$ cat src/rtl/cache_flush_ctrl.sv
// cache_flush_ctrl
// Sequences the per-bank flush units of one cache instance.
// Concurrent flush requests merge into a single pass. Core-side requests are
// locked until the front end drains. All banks then get one start pulse, and
// the controller waits until every bank has reported completion. After that,
// each merged requester receives its own response carrying its own tag.
//
// Ports
//   clk, reset          clock, synchronous active-high reset
//   flush_req_valid     per-requester flush request
//   flush_req_tag       per-requester tag, requester i at [i*TAG_WIDTH +: TAG_WIDTH]
//   flush_req_ready     high for all requesters in IDLE when no bank is in init
//   flush_rsp_valid     per-requester completion, held until consumed
//   flush_rsp_tag       latched request tags echoed back
//   flush_rsp_ready     per-requester response consume
//   core_req_lock       blocks new core requests into the banks (LOCK/START/WAIT)
//   core_idle           nothing in flight in front end or banks
//   bank_flush_init     bank is running its post-reset tag-init sweep
//   bank_flush_begin    one-cycle flush start, broadcast to all banks
//   bank_flush_end      one-cycle per-bank completion pulse
//   busy                controller is not in IDLE
//
// state | meaning
// IDLE  | accepting requests (unless a bank is still initialising)
// LOCK  | core requests blocked, waiting for core_idle
// START | one-cycle broadcast of bank_flush_begin
// WAIT  | collecting bank_flush_end pulses into done_mask
// RESP  | returning responses; each requester handshakes independently
module cache_flush_ctrl #(
  parameter int NUM_REQS  = 4,
  parameter int NUM_BANKS = 1,
  parameter int TAG_WIDTH = 8
) (
  input  logic                          clk,
  input  logic                          reset,
  input  logic [NUM_REQS-1:0]           flush_req_valid,
  input  logic [NUM_REQS*TAG_WIDTH-1:0] flush_req_tag,
  output logic [NUM_REQS-1:0]           flush_req_ready,
  output logic [NUM_REQS-1:0]           flush_rsp_valid,
  output logic [NUM_REQS*TAG_WIDTH-1:0] flush_rsp_tag,
  input  logic [NUM_REQS-1:0]           flush_rsp_ready,
  output logic                          core_req_lock,
  input  logic                          core_idle,
  input  logic [NUM_BANKS-1:0]          bank_flush_init,
  output logic [NUM_BANKS-1:0]          bank_flush_begin,
  input  logic [NUM_BANKS-1:0]          bank_flush_end,
  output logic                          busy
);

  typedef enum logic [2:0] {
    IDLE  = 3'd0,
    LOCK  = 3'd1,
    START = 3'd2,
    WAIT  = 3'd3,
    RESP  = 3'd4
  } state_t;

  state_t                        state, state_nxt;
  logic [NUM_REQS-1:0]           pending_mask, pending_nxt;
  logic [NUM_BANKS-1:0]          done_mask, done_nxt;
  logic [NUM_REQS*TAG_WIDTH-1:0] tag_q, tag_nxt;
  logic [NUM_REQS-1:0]           rsp_fire;

  always_ff @(posedge clk) begin
    if (reset) begin
      state        <= IDLE;
      pending_mask <= '0;
      done_mask    <= '0;
      tag_q        <= '0;
    end else begin
      state        <= state_nxt;
      pending_mask <= pending_nxt;
      done_mask    <= done_nxt;
      tag_q        <= tag_nxt;
    end
  end

  always_comb begin
    state_nxt        = state;
    pending_nxt      = pending_mask;
    done_nxt         = done_mask;
    tag_nxt          = tag_q;
    flush_req_ready  = '0;
    flush_rsp_valid  = '0;
    core_req_lock    = 1'b0;
    bank_flush_begin = '0;
    rsp_fire         = '0;

    case (state)
      IDLE: begin
        // Ready is gated by reset so that every output is low while reset is held.
        if (!reset && !(|bank_flush_init)) begin
          flush_req_ready = '1;
        end
        if (|(flush_req_valid & flush_req_ready)) begin
          pending_nxt = flush_req_valid;
          for (int i = 0; i < NUM_REQS; i++) begin
            if (flush_req_valid[i]) begin
              tag_nxt[i*TAG_WIDTH +: TAG_WIDTH] = flush_req_tag[i*TAG_WIDTH +: TAG_WIDTH];
            end
          end
          state_nxt = LOCK;
        end
      end
      LOCK: begin
        core_req_lock = 1'b1;
        if (core_idle) begin
          state_nxt = START;
        end
      end
      START: begin
        core_req_lock    = 1'b1;
        bank_flush_begin = '1;
        done_nxt         = '0;
        state_nxt        = WAIT;
      end
      WAIT: begin
        core_req_lock = 1'b1;
        // An end pulse that lands in the same cycle as the last outstanding
        // bank still counts toward completion.
        done_nxt      = done_mask | bank_flush_end;
        if (&done_nxt) begin
          state_nxt = RESP;
        end
      end
      RESP: begin
        flush_rsp_valid = pending_mask;
        rsp_fire        = pending_mask & flush_rsp_ready;
        pending_nxt     = pending_mask & ~rsp_fire;
        if (pending_nxt == '0) begin
          state_nxt = IDLE;
        end
      end
      default: begin
        state_nxt   = IDLE;
        pending_nxt = '0;
        done_nxt    = '0;
      end
    endcase
  end

  assign flush_rsp_tag = tag_q;
  assign busy          = (state != IDLE);

endmodule

$ cat config.mk
export PLATFORM = sky130hd
export DESIGN_NAME = cache_flush_ctrl
export DESIGN_NICKNAME = d
export VERILOG_FILES = /design/src/rtl/cache_flush_ctrl.sv
export SDC_FILE = /design/constraint.sdc
export NUM_CORES = 1
export LEC_CHECK = 0
export CORE_UTILIZATION = 42
export CTS_BUF_LIST = sky130_fd_sc_hd__clkbuf_2
export CTS_CLUSTER_SIZE = 28
export DETAILED_ROUTE_END_ITERATION = 8
export PLACE_DENSITY = 0.89
export SLEW_MARGIN = 20
export SYNTH_ARGS = -nofsm -noshare
export SYNTH_HDL_FRONTEND = slang
export SYNTH_SLANG_ARGS = --single-unit
$ cat constraint.sdc
create_clock -name clk -period 2.11 [get_ports clk]
set_input_delay 0.422 -clock clk [delete_from_list [all_inputs] [get_ports clk]]
set_output_delay 0.422 -clock clk [all_outputs]
set_load 0.005 [all_outputs]
==> results.md, run 1 <==
Place:
- The number of placed instances, taps included is approximately 350.
- Buffers placed on the I/O ports in this run total 87.
- OpenSTA, run right after detailed placement, puts the worst setup slack at -242 ps.
- Routability-driven placement finished with a final weighted congestion of 0.791.
- The sum of net half-perimeters after detailed placement is between 3 and 4 mm.

STA:
- The slew at the pin with the worst max-slew slack is ~420 ps.
- The sum of negative setup slack is 0 ps.
- The final-report max-slew violation count was 0.
- The number of endpoints with negative hold slack in the final report is 0.
- Setup slack closes at ~71 ps.
- The minimum clock period after layout is approximately 2000 ps.
- The tightest slew margin relative to the limit is roughly 72%.
- The maximum frequency from static timing analysis is between 0.4 and 0.5 GHz.
- Across the routed clock network, the largest skew measured is roughly 12 ps.
- The worst path uses 96.6% of the clock period.
- Setup violations remaining at the end of the flow were counted as 0.

Job:
- Across the run, the number of max-cap violations was 0.

Power:
- Dividing total power by cell area gives a power density of ~520 mW/mm².
- The switching share of power is between 20 and 30%.
- The internal power component is approximately 1.1 mW.
- The switching component of the power is between 0.4 and 0.5 mW.
- Summing internal, switching and leakage power gives approximately 1.5 mW.
- The peak supply drop is between 200 and 300 µV.
- Combinational logic is responsible for between 20% and 30% of the overall power.
- The sequential fraction of design power is a little over half.
- The relative contribution of the clock network to total power is between 20% and 30%.
- Summed over all cells, the static leakage comes to about 1.1 nW.

Setup path:
- STA classifies the critical path endpoint as a primary output.
- The number of buffers and inverters on the critical path is 1.
- Of all nets on the critical path, the largest fanout is 7.
- Among cell families on the critical path, the largest total delay comes from buffers and inverters.
- The required arrival time at the worst endpoint is roughly 1700 ps.
- For this run, the slowest stage of the critical path takes 490 ps.
- The kind of launch point of the worst setup path is a register.
- The arrival time of the worst setup path is 1620 ps.
- The worst register-to-register path has a setup slack of 420 ps.
- Among all stages on the critical path, the largest delay is contributed by clkdlybuf4s50_1.
- By startpoint and endpoint, the worst setup path is classified as reg -> out.
- The signal on the critical path passes through nor2_4, and3_1, clkdlybuf4s50_1.

Worst hold path:
- The class of the tightest hold or removal check is reg -> reg.

Clock network:
- The number of CTS-inserted buffers is 5.
- The H-tree was split into 2 levels.
- TritonCTS built the clock tree.
- The maximum count of clock buffers along a single path is 2.
- The clock-pin slew on the worst setup and hold paths is 170 ps.
- The insertion delay of the later-clocked pin in the worst-skew pair is 380 ps.
- The master cell of the clock root buffer is clkbuf_2.
- The clock drives 40 sinks.

Global routing:
- The wire length of the first global-routing pass is 7.77 mm.
- Global routing used between 20 and 25% of the available tracks.
- Summed over all layers, the global routing overflow is 0.
- The via count of the first global-routing pass is approximately 1700.
- The number of antenna violations at the first check in global routing is 0.
- The largest net degree at the start of global routing is between 40 and 50.

Route:
- The total via count after detailed routing is 1994.
- The number of antenna-violating nets in the routed design is 0.
- The detailed router finished its first iteration with between 150 and 200 violations.
- The first-pass iteration count of the detailed router is 4.
- In the routed layout, each cell is associated on average with a via count of 5.57.
- The final wirelength is 5.21 mm.
- The total DRC errors in the routed layout is 0.
- The wire length per cell is 14.5 µm.

Floorplan:
- The die span in y is about 70 µm.
- The die area is approximately 0.0047 mm².
- The area of the placeable core is just over 0.004 mm².
- The boundary pin count is 88.
- Row generation in the floorplan step produced 23 rows.
- The width of the die is 68.4 µm.
- The starting density of the core is approximately 45%.

Finish:
- The number of fillers in the final layout is between 300 and 400.
- The multi-input combinational cells in the finished layout cover a total of ~950 µm².
- The antenna cell count is 0.
- The proportion of layout cells with a drive suffix above 1 is 12.7%.
- The area taken by flip-flops and latches is 810 µm².
- At the end of the flow, the number of nets in the layout was about 350.
- Leaving out filler cells and counting taps, the final layout contains around 360.
- From synthesis to final layout, the design area changed by 54.4%.
- The core occupancy in the finished layout is between 60 and 70%.

Logic synthesis:
- The synthesized netlist devotes approximately a quarter of its cell area to compound gates.
- In the synthesized netlist, the number of instances is ~220.
- The fraction of synthesized cell area in xor and xnor cells is 0%.
- The main combinational cell family by area after synthesis is simple AND/OR/NAND/NOR gates.
- By area the synthesized netlist is led by dfxtp_1, a21oi_1, nand3_1.
- The post-synthesis share of cell area spent on full adders, half adders and majority gates is 0%.
- The cell area that synthesis handed to floorplanning was 0.00185 mm².
- The number of nets handed over by synthesis was around 260.
- The post-synthesis simple-gate area fraction is about a quarter.
- The largest total area in the synthesized netlist belongs to dfxtp_1.
- The number of warnings issued by yosys is 0.
- The proportion of synthesized chip area in sequential cells is around 43%.
- The synthesis-stage register bit count is 40.
- After synthesis, the mean cell area works out to between 8 and 9 µm².
- The share of synthesized area spent on multiplexers is 0%.
- In this run the biggest area consumer among cell types represents between 40% and 50% of the synthesized area.
- The number of unique standard cell types used by synthesis is 30.

Status:
- The flow ran to the end, and the final reports show no timing, DRC or antenna violations.
worst reg2reg max path: cells and delay by family (launching register included):
kind	cells	cell delay, ps
and+or+nand+nor	1	680
DFF	1	410
buffers and inverters	1	200
AOI/OAI and AO/OA	2	290
metal layers:
layer  routed length, µm  part of all wire (%)  up-vias  global-route usage (%)
met5                   0                     0        -                       0
met4                  36                  0.69        0                    6.51
met3                 372                   7.1        5                    5.50
met2                2580                    50       80                    38.5
met1                2220                    43      931                    26.8
li1                    -                     -      978                       -
placed cells by master, fill, tap and decap left out, drive strengths merged:
cell type / n
dlygate4sd2: 3
clkdlybuf4s50: 77
nand3: 32
nor4: 2
clkbuf: 7
nor2: 5
a2bb2oi: 2
dfxtp: 40
or4: 1
and3: 4
or3: 2
nor3b: 1
clkinv: 1
nand2b: 5
o21bai: 1
a21oi: 39
or2b: 1
nand2: 4
buf: 21
nor4b: 5
a211oi: 1
or2: 5
a41oi: 1
dlymetal6s2s: 4
o21ai: 34
a311oi: 4
or4b: 4
or3b: 1
nand3b: 1
through the flow:
stage | cell area [µm²] | hold slack, ps
global placement | 2770 | 465
detailed placement | 2770 | 472
global route | 2860 | 517
floorplan | 1850 | 475
finish | 2860 | 491
CTS | 2830 | 493
Yosys cell counts, drive strengths merged:
cell type and n:
a211oi 1, a21oi 39, a2bb2oi 2, a311oi 4, a41oi 1, and3 4, buf 6, clkbuf 18
dfxtp 40, nand2 4, nand2b 5, nand3 32, nand3b 1, nor2 5, nor3b 1, nor4 2
nor4b 5, o21ai 34, o21bai 1, or2 5, or2b 1, or3 2, or3b 1, or4 1
or4b 4
registers in the layout, summed over array words and instances (netlist names):
| signal | count |
|---|---|
| pending_mask | 4 |
| flush_rsp_tag | 32 |
| done_mask | 1 |
| state | 3 |
path summary, 6_finish.rpt:
kind,start,endpoint,cells after the start
worst min register to register,flush_rsp_tag[0]$_SDFFE_PP0P_,flush_rsp_tag[0]$_SDFFE_PP0P_,2
worst max register to register,state[1]$_SDFFE_PP0P_,flush_rsp_tag[11]$_SDFFE_PP0P_,4
worst min-delay path,flush_rsp_tag[0]$_SDFFE_PP0P_,flush_rsp_tag[0]$_SDFFE_PP0P_,2
worst max-delay path,state[1]$_SDFFE_PP0P_,flush_rsp_valid[0],3
final cells by class:
| type | instances | share of cell area (%) |
|---|---|---|
| sequential | 40 | 28.3 |
| timing repair buffer | 105 | 34.9 |
| tap | 50 | 2.19 |
| multi-input combinational | 155 | 33.2 |
| clock inverter | 1 | 0.131 |
| clock buffer | 7 | 1.23 |
cells by family after synthesis:
group / Yosys count
compound gates: 82
simple gates: 73
flops: 40
buf+inv: 24
what timing repair did:
item / in CTS / in global routing
setup buffers: 2 / 2
setup endpoints to repair: 9 / 7
pin swaps: 2 / 2
gates resized for setup: 21 / 6
endpoints found under the hold margin: 0 / 0
hold buffers: 0 / 0
power groups by stage:
stage               Combinational (mW)  Sequential (mW)  Clock, mW
global placement                 0.351            0.817          0
global route                     0.395            0.809      0.358
finish                           0.365            0.805      0.316
floorplan                        0.165            0.817          0
CTS                              0.356            0.805      0.329
detailed placement               0.357            0.818          0
Power figures use the tool's default switching activity.
==> run 2: changes to the inputs <==
==> constraint.sdc (replaced) <==
create_clock -name clk -period 2 [get_ports clk]
set_input_delay 0.4 -clock clk [delete_from_list [all_inputs] [get_ports clk]]
set_output_delay 0.4 -clock clk [all_outputs]
set_load 0.05 [all_outputs]
==> run 2 against run 1 <==
Clock skew grew 11 ps. Worst setup slack lost 17 ps. Sequential power grew 5.8%. First-iteration DRC count shrank 33%. Register-to-register slack lost 130 ps. Non-clock buffer count is the same. Wire length grew 2.1%. Final cell count shrank 0.28%. Largest power group unchanged. Flip-flop and latch count is the same. Critical path depth shrank 2. Via count is the same. Largest cell class unchanged. Die area is the same.
==> results.md, run 2 (same netlist as run 1, synthesis figures left out) <==
Status:
- The flow ran to the end, and the final reports show no timing, DRC or antenna violations.

Setup path:
- The family with the most delay on the worst path is buffers and inverters.
- The kind of end point of the critical path is a primary output.
- The origin of the critical flop-to-flop path is state[1]$_SDFFE_PP0P_.
- The combined buffer and inverter count along the critical path is 1 (unchanged).
- The arrival time of the worst setup path is 1550 ps (-70 ps).
- STA classifies the critical path startpoint as a register.
- The signal on the critical path passes through clkdlybuf4s50_1.
- The top fanout value on the critical path came to 2 (-5).
- The first element of the critical path is flush_rsp_tag[28]$_SDFFE_PP0P_.
- The required arrival time at the worst endpoint came to 1600 ps (-90 ps).
- The slowest stage of the critical path is the clkdlybuf4s50_1 cell.
- The stage delay of the slowest cell on the critical path is 810 ps (+320 ps).
- The critical path class is reg -> out.

Global routing:
- The overall global routing resource usage came to 23.0% (+0.76 points).
- The largest net degree at the start of global routing is 35 (-17%).
- The via count of the first global-routing pass was 1858 (+6.7%).
- The total congestion overflow is 0 (unchanged).
- The wire length of the first global-routing pass is 8.01 mm (+3.1%).
- The number of antenna violations at the first check in global routing is 0 (unchanged).

Route:
- The total DRC errors in the routed layout is 0 (unchanged).
- The total via count after detailed routing is 1994 (unchanged).
- The final wirelength is 5.32 mm (+2.1%).
- The number of antenna-violating nets in the routed design is 0 (unchanged).
- The wire length per cell is 14.9 µm (+2.4%).
- The violation count after the first detailed-route iteration came to 115 (-33%).
- The via count normalized by instance count is 5.59 (+0.28%).
- The first-pass iteration count of the detailed router is 4 (unchanged).

Clock network:
- The clock-pin slew on the worst setup and hold paths was 200 ps (+30 ps).
- The maximum count of clock buffers along a single path is 2 (unchanged).
- The master cell of the clock root buffer is clkbuf_2.
- The number of CTS-inserted buffers was 5 (unchanged).
- The number of hold-repair buffers added at the cts stage was 0 (unchanged).
- The insertion delay of the later-clocked pin in the worst-skew pair is 390 ps (about the same).
- The clock tree from TritonCTS is done.
- The number of levels in the clock H-tree was 2 (unchanged).
- The count of clock tree sinks is 40 (unchanged).

Power:
- The combinational power share came to 27.8% (+3.3 points).
- The relative contribution of the clock network to total power is 29.5% (+8.3 points).
- The peak supply drop is 443 µV (+74%).
- The sequential fraction of design power is 42.7% (-12 points).
- The internal power component came to 1.41 mW (+31%).
- The power density over the cells is 650 mW/mm² (+25%).
- The switching share of power is 29.1% (+1.7 points).
- The total power draw is 2.00 mW (+34%).
- The switching component of the power came to 0.582 mW (+43%).
- The leakage power total is 1.55 nW (+46%).

STA:
- The maximum clock skew at final layout is 22.5 ps (+11.0 ps).
- The final setup violation count was 0 (unchanged).
- Subtracting the final worst setup slack from the clock period gives between 1500 and 2000 ps.
- The final-report max-slew violation count is 0 (unchanged).
- The tightest slew margin relative to the limit is 64.7% (-7.2 points).
- The number of endpoints with negative hold slack in the final report was 0 (unchanged).
- Setup repair after global routing could not meet its margin everywhere.
- The slew at the pin with the worst max-slew slack came to 528 ps (+108 ps).
- The worst hold slack is 428 ps (-63.2 ps).
- The share of the clock period used by the worst path after layout is between 90% and 100%.
- The maximum frequency from static timing analysis is between 0.5 and 0.6 GHz.

Job:
- The count of max-cap constraint violations is 0 (unchanged).

Floorplan:
- The die area is 0.00468 mm² (unchanged).
- The number of core rows came to 23 (unchanged).
- The width of the die is 68.4 µm (unchanged).
- The area of the placeable core is 0.00412 mm² (unchanged).
- The die span in y is 68.4 µm (unchanged).
- The boundary pin count was 88 (unchanged).
- The starting density of the core is 45.0% (unchanged).

Finish:
- In the layout the commonest cells are clkdlybuf4s50_1, a21oi_1, dfxtp_1, nand3_1, o21ai_1.
- The number of flip-flops in the largest register was 32 (unchanged).
- The area of all placed cells without fillers was 0.00307 mm² (+7.5%).
- The antenna cell count is 0 (unchanged).
- The proportion of layout cells with a drive suffix above 1 is 15.6% (+3.0 points).
- The final layout net count was 352 (unchanged).
- The most common cell after layout, fill and taps aside is clkdlybuf4s50_1.
- Compared with the post-synthesis result, the final layout area differs by 66.0%.
- The non-filler instance count after layout came to 357 (-0.28%).

Worst hold path:
- The worst hold path belongs to the class in -> reg.
- The startpoint identified for the worst hold timing path is reset.

Place:
- The sum of net half-perimeters after detailed placement is 3.78 mm (+3.3%).
- The port buffer count is 87 (unchanged).
- The number of placed instances, taps included is 348 (+0.58%).
- The standard cell area after detailed placement is 0.00288 mm² (+3.9%).
- The routability-driven placement congestion ratio is 0.845 (+6.9%).
## run 2: final timing paths
| kind | slack [ps] | depth (start not counted) | to |
|---|---|---|---|
| worst min register to register | 490 | 2 | flush_rsp_tag[11]$_SDFFE_PP0P_ |
| worst max-delay path | 50 | 1 | flush_rsp_tag[28] |
| worst min-delay path | 430 | 3 | flush_rsp_tag[5]$_SDFFE_PP0P_ |
| worst max register to register | 290 | 4 | pending_mask[3]$_SDFFE_PP0P_ |
## run 2: routing by layer
layer  GRT usage [%]  part of all wire (%)  wire, µm  up-vias
met5               0                     0         0        -
met4            10.4                  0.75        40        0
met3            4.50                   7.7       407        5
met2            39.0                    49      2630       80
met1            27.7                    42      2240      927
li1                -                     -         -      982
## run 2: per-stage QoR
step | util (%) | setup TNS, ps | setup slack (ps)
global placement | 70.0 | -64.4 | -7.08
CTS | 72.7 | 0 | 0.929
detailed placement | 70.0 | -777 | -64.0
finish | 74.6 | 0 | 55.0
global route | 74.6 | -25.6 | -7.38
floorplan | - | -685 | -253
## run 2: power by group through the flow
| stage | clock network, mW | logic, mW | registers, mW |
|---|---|---|---|
| after floorplan | 0 | 0.234 | 0.936 |
| after global placement | 0 | 0.532 | 0.871 |
| after detailed placement | 0 | 0.537 | 0.873 |
| after CTS | 0.596 | 0.554 | 0.852 |
| after global routing | 0.628 | 0.589 | 0.857 |
| final | 0.589 | 0.555 | 0.852 |
## run 2: area by class of cell
| class | count | area (µm²) |
|---|---|---|
| clock buffer | 5 | 25.0 |
| clock inverter | 2 | 60.1 |
| fill | 296 | 1040 |
| multi-input combinational | 155 | 960 |
| sequential | 40 | 806 |
| tap | 50 | 62.6 |
| timing repair buffer | 105 | 1160 |
## run 2: worst reg2reg max path, cell delays in order, from the launching register on
cell      delay (ps)
dfxtp_2          440
buf_4            200
or4_1            510
o21bai_1         290
a311oi_1         150
## run 2: timing repair
item / CTS / global route
setup buffers: 2 / 0
resized for setup: 6 / 31
setup endpoints to repair: 11 / 31
